**config.mk**
```make
export PLATFORM = sky130hd
export DESIGN_NAME = laser_serial_tx
export DESIGN_NICKNAME = d
export VERILOG_FILES = /design/src/rtl/laser_serial_tx.sv
export SDC_FILE = /design/constraint.sdc
export NUM_CORES = 1
export LEC_CHECK = 0
export ABC_AREA = 1
export CAP_MARGIN = 10
export CORE_MARGIN = 5
export CORE_UTILIZATION = 29
export DETAILED_ROUTE_END_ITERATION = 8
export DONT_BUFFER_PORTS = 1
export GPL_ROUTABILITY_DRIVEN = 0
export SYNTH_ARGS = -nofsm -noshare
export SYNTH_HDL_FRONTEND = slang
export SYNTH_SLANG_ARGS = --single-unit
```
**constraint.sdc**
```tcl
create_clock -name clock -period 2.7 [get_ports clock]
set_input_delay 0.405 -clock clock [delete_from_list [all_inputs] [get_ports clock]]
set_output_delay 0.405 -clock clock [all_outputs]
set_load 0.01 [all_outputs]
```
**src/rtl/laser_serial_tx.sv**
```systemverilog
// On-off-keyed serial transmitter: pops bytes from the transmit queue and sends START, 8 data bits LSB first, STOP.
// Optional even-parity bit before STOP when LASER_TX_PARITY_EN is defined.
module laser_serial_tx #(
  parameter int CLKS_PER_BIT = 8,
  parameter int COUNT_W      = 16
) (
  input  logic               clock,
  input  logic               reset,
  input  logic               clear,
  input  logic               enable,
  input  logic [7:0]         q_data,
  input  logic               q_empty,
  output logic               q_read,
  output logic               laser_out,
  output logic               busy,
  output logic               frame_done,
  output logic [COUNT_W-1:0] bytes_sent
);

`ifdef LASER_TX_PARITY_EN
  typedef enum logic [2:0] {S_IDLE, S_START, S_DATA, S_PARITY, S_STOP} state_t;
`else
  typedef enum logic [1:0] {S_IDLE, S_START, S_DATA, S_STOP} state_t;
`endif

  localparam logic [7:0] LAST_CYCLE = 8'(CLKS_PER_BIT - 1);

  state_t               r_state, w_state_next;
  logic [7:0]           r_cycle, w_cycle_next;
  logic [2:0]           r_bit, w_bit_next;
  logic [7:0]           r_shift, w_shift_next;
  logic                 r_laser, w_laser_next;
  logic [COUNT_W-1:0]   r_bytes, w_bytes_next;
  logic                 w_last;
  logic                 w_load;
`ifdef LASER_TX_PARITY_EN
  logic                 r_parity, w_parity_next;
`endif

  assign w_last     = (r_cycle == LAST_CYCLE);
  assign laser_out  = r_laser;
  assign busy       = (r_state != S_IDLE);
  assign bytes_sent = r_bytes;

  always_comb begin
    w_state_next = r_state;
    w_cycle_next = r_cycle + 8'd1;
    w_bit_next   = r_bit;
    w_shift_next = r_shift;
    w_laser_next = r_laser;
    w_bytes_next = r_bytes;
    q_read       = 1'b0;
    frame_done   = 1'b0;
    w_load       = 1'b0;

    if (clear) begin
      w_state_next = S_IDLE;
      w_cycle_next = 8'd0;
      w_bit_next   = 3'd0;
      w_shift_next = 8'd0;
      w_laser_next = 1'b0;
      w_bytes_next = '0;
    end else begin
      case (r_state)
        S_IDLE: begin
          w_cycle_next = 8'd0;
          w_laser_next = 1'b0;
          w_load       = enable && !q_empty;
        end
        S_START: begin
          if (w_last) begin
            w_state_next = S_DATA;
            w_cycle_next = 8'd0;
            w_bit_next   = 3'd0;
            w_laser_next = r_shift[0];
          end
        end
        S_DATA: begin
          if (w_last) begin
            w_cycle_next = 8'd0;
            if (r_bit == 3'd7) begin
`ifdef LASER_TX_PARITY_EN
              w_state_next = S_PARITY;
              w_laser_next = r_parity;
`else
              w_state_next = S_STOP;
              w_laser_next = 1'b0;
`endif
            end else begin
              // Register the next bit's level so laser_out changes exactly at the bit boundary.
              w_bit_next   = r_bit + 3'd1;
              w_shift_next = r_shift >> 1;
              w_laser_next = r_shift[1];
            end
          end
        end
`ifdef LASER_TX_PARITY_EN
        S_PARITY: begin
          if (w_last) begin
            w_state_next = S_STOP;
            w_cycle_next = 8'd0;
            w_laser_next = 1'b0;
          end
        end
`endif
        S_STOP: begin
          if (w_last) begin
            frame_done   = 1'b1;
            w_bytes_next = r_bytes + 1'b1;
            w_cycle_next = 8'd0;
            w_state_next = S_IDLE;
            w_load       = enable && !q_empty;
          end
        end
        default: begin
          w_state_next = S_IDLE;
          w_cycle_next = 8'd0;
          w_laser_next = 1'b0;
        end
      endcase

      // A pop starts the next frame with zero gap, from IDLE or the last STOP cycle.
      if (w_load) begin
        q_read       = 1'b1;
        w_shift_next = q_data;
        w_state_next = S_START;
        w_cycle_next = 8'd0;
        w_bit_next   = 3'd0;
        w_laser_next = 1'b1;
      end
    end
  end

`ifdef LASER_TX_PARITY_EN
  assign w_parity_next = clear ? 1'b0 : (w_load ? ^q_data : r_parity);

  always_ff @(posedge clock or posedge reset) begin
    if (reset) r_parity <= 1'b0;
    else       r_parity <= w_parity_next;
  end
`endif

  always_ff @(posedge clock or posedge reset) begin
    if (reset) begin
      r_state <= S_IDLE;
      r_cycle <= 8'd0;
      r_bit   <= 3'd0;
      r_shift <= 8'd0;
      r_laser <= 1'b0;
      r_bytes <= '0;
    end else begin
      r_state <= w_state_next;
      r_cycle <= w_cycle_next;
      r_bit   <= w_bit_next;
      r_shift <= w_shift_next;
      r_laser <= w_laser_next;
      r_bytes <= w_bytes_next;
    end
  end

endmodule
```
### After elaboration in Yosys (flattened, before gate mapping)

Cells that the tools add are included.

| storage, ports and cells | value |
|---|---|
| bits in registers | 38 |
| input port bits | 13 |
| output and inout bits | 20 |
| word-level logic and storage cells | 76 |

| operators by class | value |
|---|---|
| $add $sub $neg | 3 |
| equality and inequality tests | 11 |
| muxes and demuxes | 39 |
| reduce and logical (&&, ||, !) cells | 17 |

Operators by type and width:

| operator | count |
|---|---|
| 8-bit two-way mux | 8 |
| 16-bit two-way mux | 3 |
| 4-bit inequality test, second input constant | 5 |
| 16-bit by 1-bit adder with 16-bit output, second input constant | 1 |
| 8-bit case mux with 2 select lines | 1 |
| 3-bit two-way mux | 5 |
| 1-bit two-way mux | 12 |
| 2-bit two-way mux | 6 |
| 5-bit nonzero test | 2 |
| 8-bit by 1-bit adder with 8-bit output, second input constant | 1 |
| 8-bit by 3-bit == test with 1-bit output, second input constant | 1 |
| 2-bit case mux with 3 select lines | 1 |
| 3-bit case mux with 2 select lines | 1 |
| 3-bit AND reduction | 2 |
| 2-bit nonzero test | 3 |
| 3-bit nonzero test | 2 |
| 5-bit AND reduction | 1 |
| 2-bit == test, second input constant | 2 |
| 4-bit AND reduction | 1 |
| 4-bit nonzero test | 1 |
| 3-bit by 1-bit adder with 3-bit output, second input constant | 1 |
| 3-bit == test, second input constant | 1 |
| 3-bit by 2-bit inequality test with 1-bit output, second input constant | 1 |
| 1-bit case mux with 3 select lines | 1 |
| 7 further kinds | 7 |

### Depth between registers and ports, before layout

Gate-level depths: netlist of run 1.

| logic depth | value |
|---|---|
| depth in word-level cells | 7 |
| depth in mapped cells | 11 |
| gate-level depth less buffers | 11 |

### Worst setup path before layout of run 1

No wires, ideal clock.

| timing path | value |
|---|---|
| path type | reg2out |
| start | reg r_state[0] |
| end | out q_read |
| data arrival time | 1.348 ns |
| required time | 2.295 ns |
| path slack | 0.947 ns |
| stages on the path, launching flop included | 6 |
| buffers on the path | 0 |
| cell sequence | dfrtp_1 > inv_1 > ha_1 > nor2_2 > nand3_1 > inv_1 |

| on the way | value |
|---|---|
| word-level cells in the longest chain between the ends | 5 |
| elaborated cells between the ends (all ways) | 6 |
| classes of those cells | 1 x eq/ne; 4 x mux; 1 x reduce/logical |

Ends and longest elaborated chain:

| item | line | text |
|---|---|---|
| start, declared | 28 | `state_t r_state, w_state_next;` |
| start signal, assigned | 152 | `r_state <= w_state_next;` |
| 2-bit == test / 2-bit zero test (equally long branches) | 64 | `case (r_state)` |
| 1-bit case mux with 2 select lines (*) | 64 |  |
| 1-bit two-way mux (*) | 56 | `if (clear) begin` |
| 1-bit two-way mux (*) | 123 | `if (w_load) begin` |
| 1-bit two-way mux (*) | 56 |  |
| end, declared | 13 | `output logic q_read,` |

Every way passes the cells marked *; elsewhere a longest branch is shown, timed or not. The select of a mux whose other input is x is not followed.

### Worst setup path after layout of run 1

Ends and elaborated chain as after synthesis.

==> impl_metrics.ini, run 1 <==
[sta]
drv_slew = 0
worstMarginPinSlew_ps = 478
max_freq_mhz = 445
rsz0062_at_grt = no
skew_ps = 9.48
setup_viol = 0
period_share = 0.832
hold_violations = 0
max-slew-margin-rel = 0.681
fin_setup_tns_ps = 0
post-route-min-period_ps = 2250

[clock_network]
root_buffer = clkbuf_8
cts_buffers = 5
ctsResizeCount = 0
clock_latency_ps = 280
holdBufCountCts = 0
path_clk_slew_ps = 80
h-tree-depth = 2
cts_max_path_buffers = 2
cts_sinks = 38
post_cts.repair.setup_buffers = 0
cts_tree = yes

[detailed_routing]
firstDrtPassIters = 5
avgRoutedWirePerCell_um = 12.2
dr_total_vias = 1949
drtIter0Drc = 99
antenna_left = 0
viasPerCell = 4.67
drc = 0
wl_um = 5100

[synth]
syn_nets = 332
ys_seq_area_frac = 0.411
synth_top_area_cell = dfrtp_1
synth_top_family_by_area = simple AND/OR/NAND/NOR gates
synth_flop_cell = dfrtp_1
synth_common_cells = 95 x nand2_1, 38 x dfrtp_1, 33 x inv_1
synth_most_common_cell = nand2_1
ys_warn_count = 0
synth_cell_types = 33
synth-async-reset-ratio = 1.00
synth-seq-cells = 38
synthMuxAreaShare = 0
netlist_instances = 309
synth_compound_area_frac = 0.0605
synth_area_mm2 = 0.00231
synth_edf_count = 0
synthAdderAreaFrac = 0.0541
yosysTopAreaCellShare = 0.411
yosys.area_share.simple = 0.388
avgSynthCellArea_um2 = 7.49
synth_xor_area_frac = 0.0114
netlist_top_cells_area = dfrtp_1 41%, nand2_1 15%, nand3_1 6.1%

[power_and_ir_drop]
pwr_density_cell_mw_per_mm2 = 619
vdd_drop_max_v = 0.000183
leakage_nw = 1.25
p_total_w = 0.00155

[cells_and_area]
final_util = 0.323
drive_gt1_frac = 0.0825
syn_to_final_growth_pct = 8.49
num_antenna_cells = 0
nNetsFinal = 337

[critical_path]
cp-end-kind = output pin
path_class = reg2out
critPathRequiredTime_ps = 2300
cp_max_fo = 9
cp_data_arrival_time_ps = 1840
critPathLaunchType = flop

[job]
drv_cap = 0

[global_route]
antenna_found_initial = 0
grt_usage = 0.107
grt_max_degree = 39
first_global_vias = 1871
grt_pass1_wl_um = 8740
grt_overflow = 0

[floorplan]
coreArea_mm2 = 0.00777
boundaryPins = 33
dieWidth_um = 99.3
initial_core_util = 0.298
die-area_mm2 = 0.00987
rows = 32
die_height_um = 99.3

[hold_path]
hp-class = in2async

[placement]
portBuffers = 0
dp_hpwl_um = 3820

[run_status]
status = finished clean
## power by group
group / total [W] / leakage (nW) / switching (W) / internal, W
Clock: 0.000399 / 0.0482 / 0.000193 / 0.000206
Sequential: 0.000679 / 0.526 / 0.0000502 / 0.000629
Combinational: 0.000475 / 0.672 / 0.000322 / 0.000153
## worst max-delay path, stage by stage, from the launching register on
cell and delay, ps:
dfrtp_1 420, inv_1 100, ha_1 340, nor2_2 370, nand3_1 180, inv_1 150
## sequential cells by signal, indices dropped and copies added (netlist names)
signal	flops
r_bit	3
laser_out	1
r_cycle	8
r_shift	8
r_state	2
bytes_sent	16
## routing by layer
metal | routed length [um] | up-vias | GRT usage
met4 | 66 | 0 | 0.0315
met1 | 2300 | 894 | 0.127
met2 | 2360 | 37 | 0.178
met3 | 376 | 9 | 0.0449
li1 | - | 1009 | -
met5 | 0 | - | 0
## area by class of cell
class	instances	area, um2
multi-input combinational	231	1190
timing repair buffer	2	15.0
tap	102	128
inverter	36	138
clock inverter	1	5.00
sequential	38	951
clock buffer	7	86.3
fill	846	5260
## cells in the final DEF (no fill, tap or decap), types with 2 or more instances in the layout
master / count
buf_4: 2
clkbuf_8: 6
nor3_2: 2
o21ai_0: 11
inv_1: 33
a21oi_1: 7
nand3_1: 28
xor2_1: 3
nor2_2: 3
nand4_1: 11
nor2_1: 30
dfrtp_1: 38
nor3_1: 13
o21ai_1: 2
ha_1: 10
nand2_4: 2
a21oi_2: 2
nand2_1: 95
## worst paths after layout
path	start	to	slack [ps]	depth (start not counted)
setup reg to reg	r_state[0]	r_shift[6]	730	9
max in group asynchronous	reset	bytes_sent[15]	2240	2
setup / recovery	r_state[0]	q_read	450	5
hold reg to reg	r_cycle[0]	r_cycle[0]	470	1
min in group clock	clear	r_cycle[2]	190	1
hold / removal	reset	bytes_sent[1]	120	2
## stage by stage
step | hold slack [ps] | instance area, um2 | std cells | worst slack, ps
3_5_place_dp | 458 | 2420 | 409 | 734
6_report | 122 | 2510 | 417 | 452
3_3_place_gp | 447 | 2420 | 409 | 790
5_1_grt | 179 | 2510 | 417 | 302
4_1_cts | 139 | 2510 | 417 | 408
2_1_floorplan | 433 | 2310 | 309 | 947
## cell families after synthesis
group	count (synthesis)
and+or+nand+nor	193
xor gates and xnor gates	3
AOI/OAI and AO/OA	25
buffers and inverters	40
adders and majority gates	10
DFF	38
Power figures use the tool's default switching activity.
==> run 2: changes to the inputs <==
==> constraint.sdc (replaced) <==
create_clock -name clock -period 2.2 [get_ports clock]
set_input_delay 0.33 -clock clock [delete_from_list [all_inputs] [get_ports clock]]
set_output_delay 0.33 -clock clock [all_outputs]
set_load 0.01 [all_outputs]
==> impl_metrics.ini, run 2 (synthesis results as in run 1) <==
[run_status]
status = finished clean

[critical_path]
cp_data_arrival_time_ps = 1650
r2r-end = r_cycle[4]
path_class = reg2out
cp-end-kind = output pin
cp_max_fo = 12
critPathLaunchType = flop
cp_slowest_cell = dfrtp_1
cp_slowest_stage_delay_ps = 380
startpoint = r_cycle[0]
path_cells = ha_1 > nand3_2 > nor2_4 > nand2_4 > nand2_8 > nand3_1 > inv_1
r2r_start = r_cycle[0]
rrSetupSlack_ps = 400
critPathRequiredTime_ps = 1870
reg2reg_depth = 8

[clock_network]
cts_tree = yes
clock_latency_ps = 290
cts_max_path_buffers = 2
path_clk_slew_ps = 70
holdBufCountCts = 0
ctsResizeCount = 0
cts_sinks = 38
root_buffer = clkbuf_8
h-tree-depth = 2
cts_buffers = 5
post_cts.repair.setup_buffers = 0

[detailed_routing]
antenna_left = 0
dr_total_vias = 1958
firstDrtPassIters = 4
drc = 0
viasPerCell = 4.67
avgRoutedWirePerCell_um = 12.3
wl_um = 5140
drtIter0Drc = 146

[cells_and_area]
layout_commonest_cell = nand2_1
syn_to_final_growth_pct = 9.14
num_antenna_cells = 0
final_cell_mix = 95 x nand2_1, 38 x dfrtp_1, 33 x inv_1
finalNonFillerCells = 419
drive_gt1_frac = 0.0883
stdcell_area_mm2 = 0.00253
largest_register_ffs = 16
nNetsFinal = 339

[global_route]
grt_max_degree = 39
grt_pass1_wl_um = 9140
grt_usage = 0.114
grt_overflow = 0
antenna_found_initial = 0
first_global_vias = 1927

[sta]
drv_slew = 0
setup_viol = 0
rsz0062_at_grt = no
worstMarginPinSlew_ps = 490
whs_ps = 50.3
fin_setup_tns_ps = 0
max-slew-margin-rel = 0.673
post-route-min-period_ps = 1980
period_share = 0.900
max_freq_mhz = 505
hold_violations = 0
skew_ps = 6.43

[floorplan]
die_height_um = 99.3
coreArea_mm2 = 0.00777
dieWidth_um = 99.3
die-area_mm2 = 0.00987
boundaryPins = 33
rows = 32
initial_core_util = 0.298

[power_and_ir_drop]
leakage_nw = 1.26
vdd_drop_max_v = 0.000240
pwr_density_cell_mw_per_mm2 = 763

[placement]
dp_cells = 411
portBuffers = 0
placed_cell_area_mm2 = 0.00243
dp_hpwl_um = 3960

[hold_path]
hp-class = in2async

[job]
drv_cap = 0
==> run 2: cell types whose count changed in the layout (fill, tap and decap cells not counted) <==
cell	change
buf_4	+2
==> run 2: worst max-delay path, delay by kind of cell, from the launching register on <==
kind / cells / cell delay, ps
fa+ha+maj: 1 / 210
buf+inv: 1 / 150
flops: 1 / 380
simple gates: 5 / 620
==> run 2: routing by layer <==
metal	vias to the layer above	global-route usage	part of all wire
met2	46	0.189	0.47
li1	1009	-	-
met3	5	0.0484	0.095
met4	0	0.0315	0.011
met1	898	0.135	0.43
met5	-	0	0
==> run 2: worst max path at each step <==
stage                             to  slack (ps)  cells past startpoint
after floorplan               q_read         520                      5
after global placement    r_cycle[4]         450                      8
after CTS                     q_read         190                      7
final                         q_read         220                      7
after detailed placement  r_cycle[5]         390                      8
after global routing          q_read          70                      5
==> run 2: where the power goes <==
group | internal (W) | total, W | leakage [nW] | switching [W]
registers | 0.000772 | 0.000834 | 0.526 | 0.0000619
clock network | 0.000253 | 0.000491 | 0.0482 | 0.000238
logic | 0.000206 | 0.000602 | 0.682 | 0.000396
total | 0.00123 | 0.00193 | 1.26 | 0.000695
==> run 2: cell type report <==
class,instances,area [um2]
Clock inverter,1,5.00
Tap cell,102,128
Multi-Input combinational cell,231,1190
Timing Repair Buffer,4,30.0
Fill cell,843,5240
Inverter,36,138
Clock buffer,7,86.3
Sequential cell,38,951
==> run 2: stage by stage <==
step / utilization / total power (W) / worst slack (ps)
2_1_floorplan: - / 0.00132 / 522
3_3_place_gp: 0.313 / 0.00145 / 446
3_5_place_dp: 0.313 / 0.00146 / 391
4_1_cts: 0.325 / 0.00196 / 186
5_1_grt: 0.325 / 0.00210 / 67.0
6_report: 0.325 / 0.00193 / 220
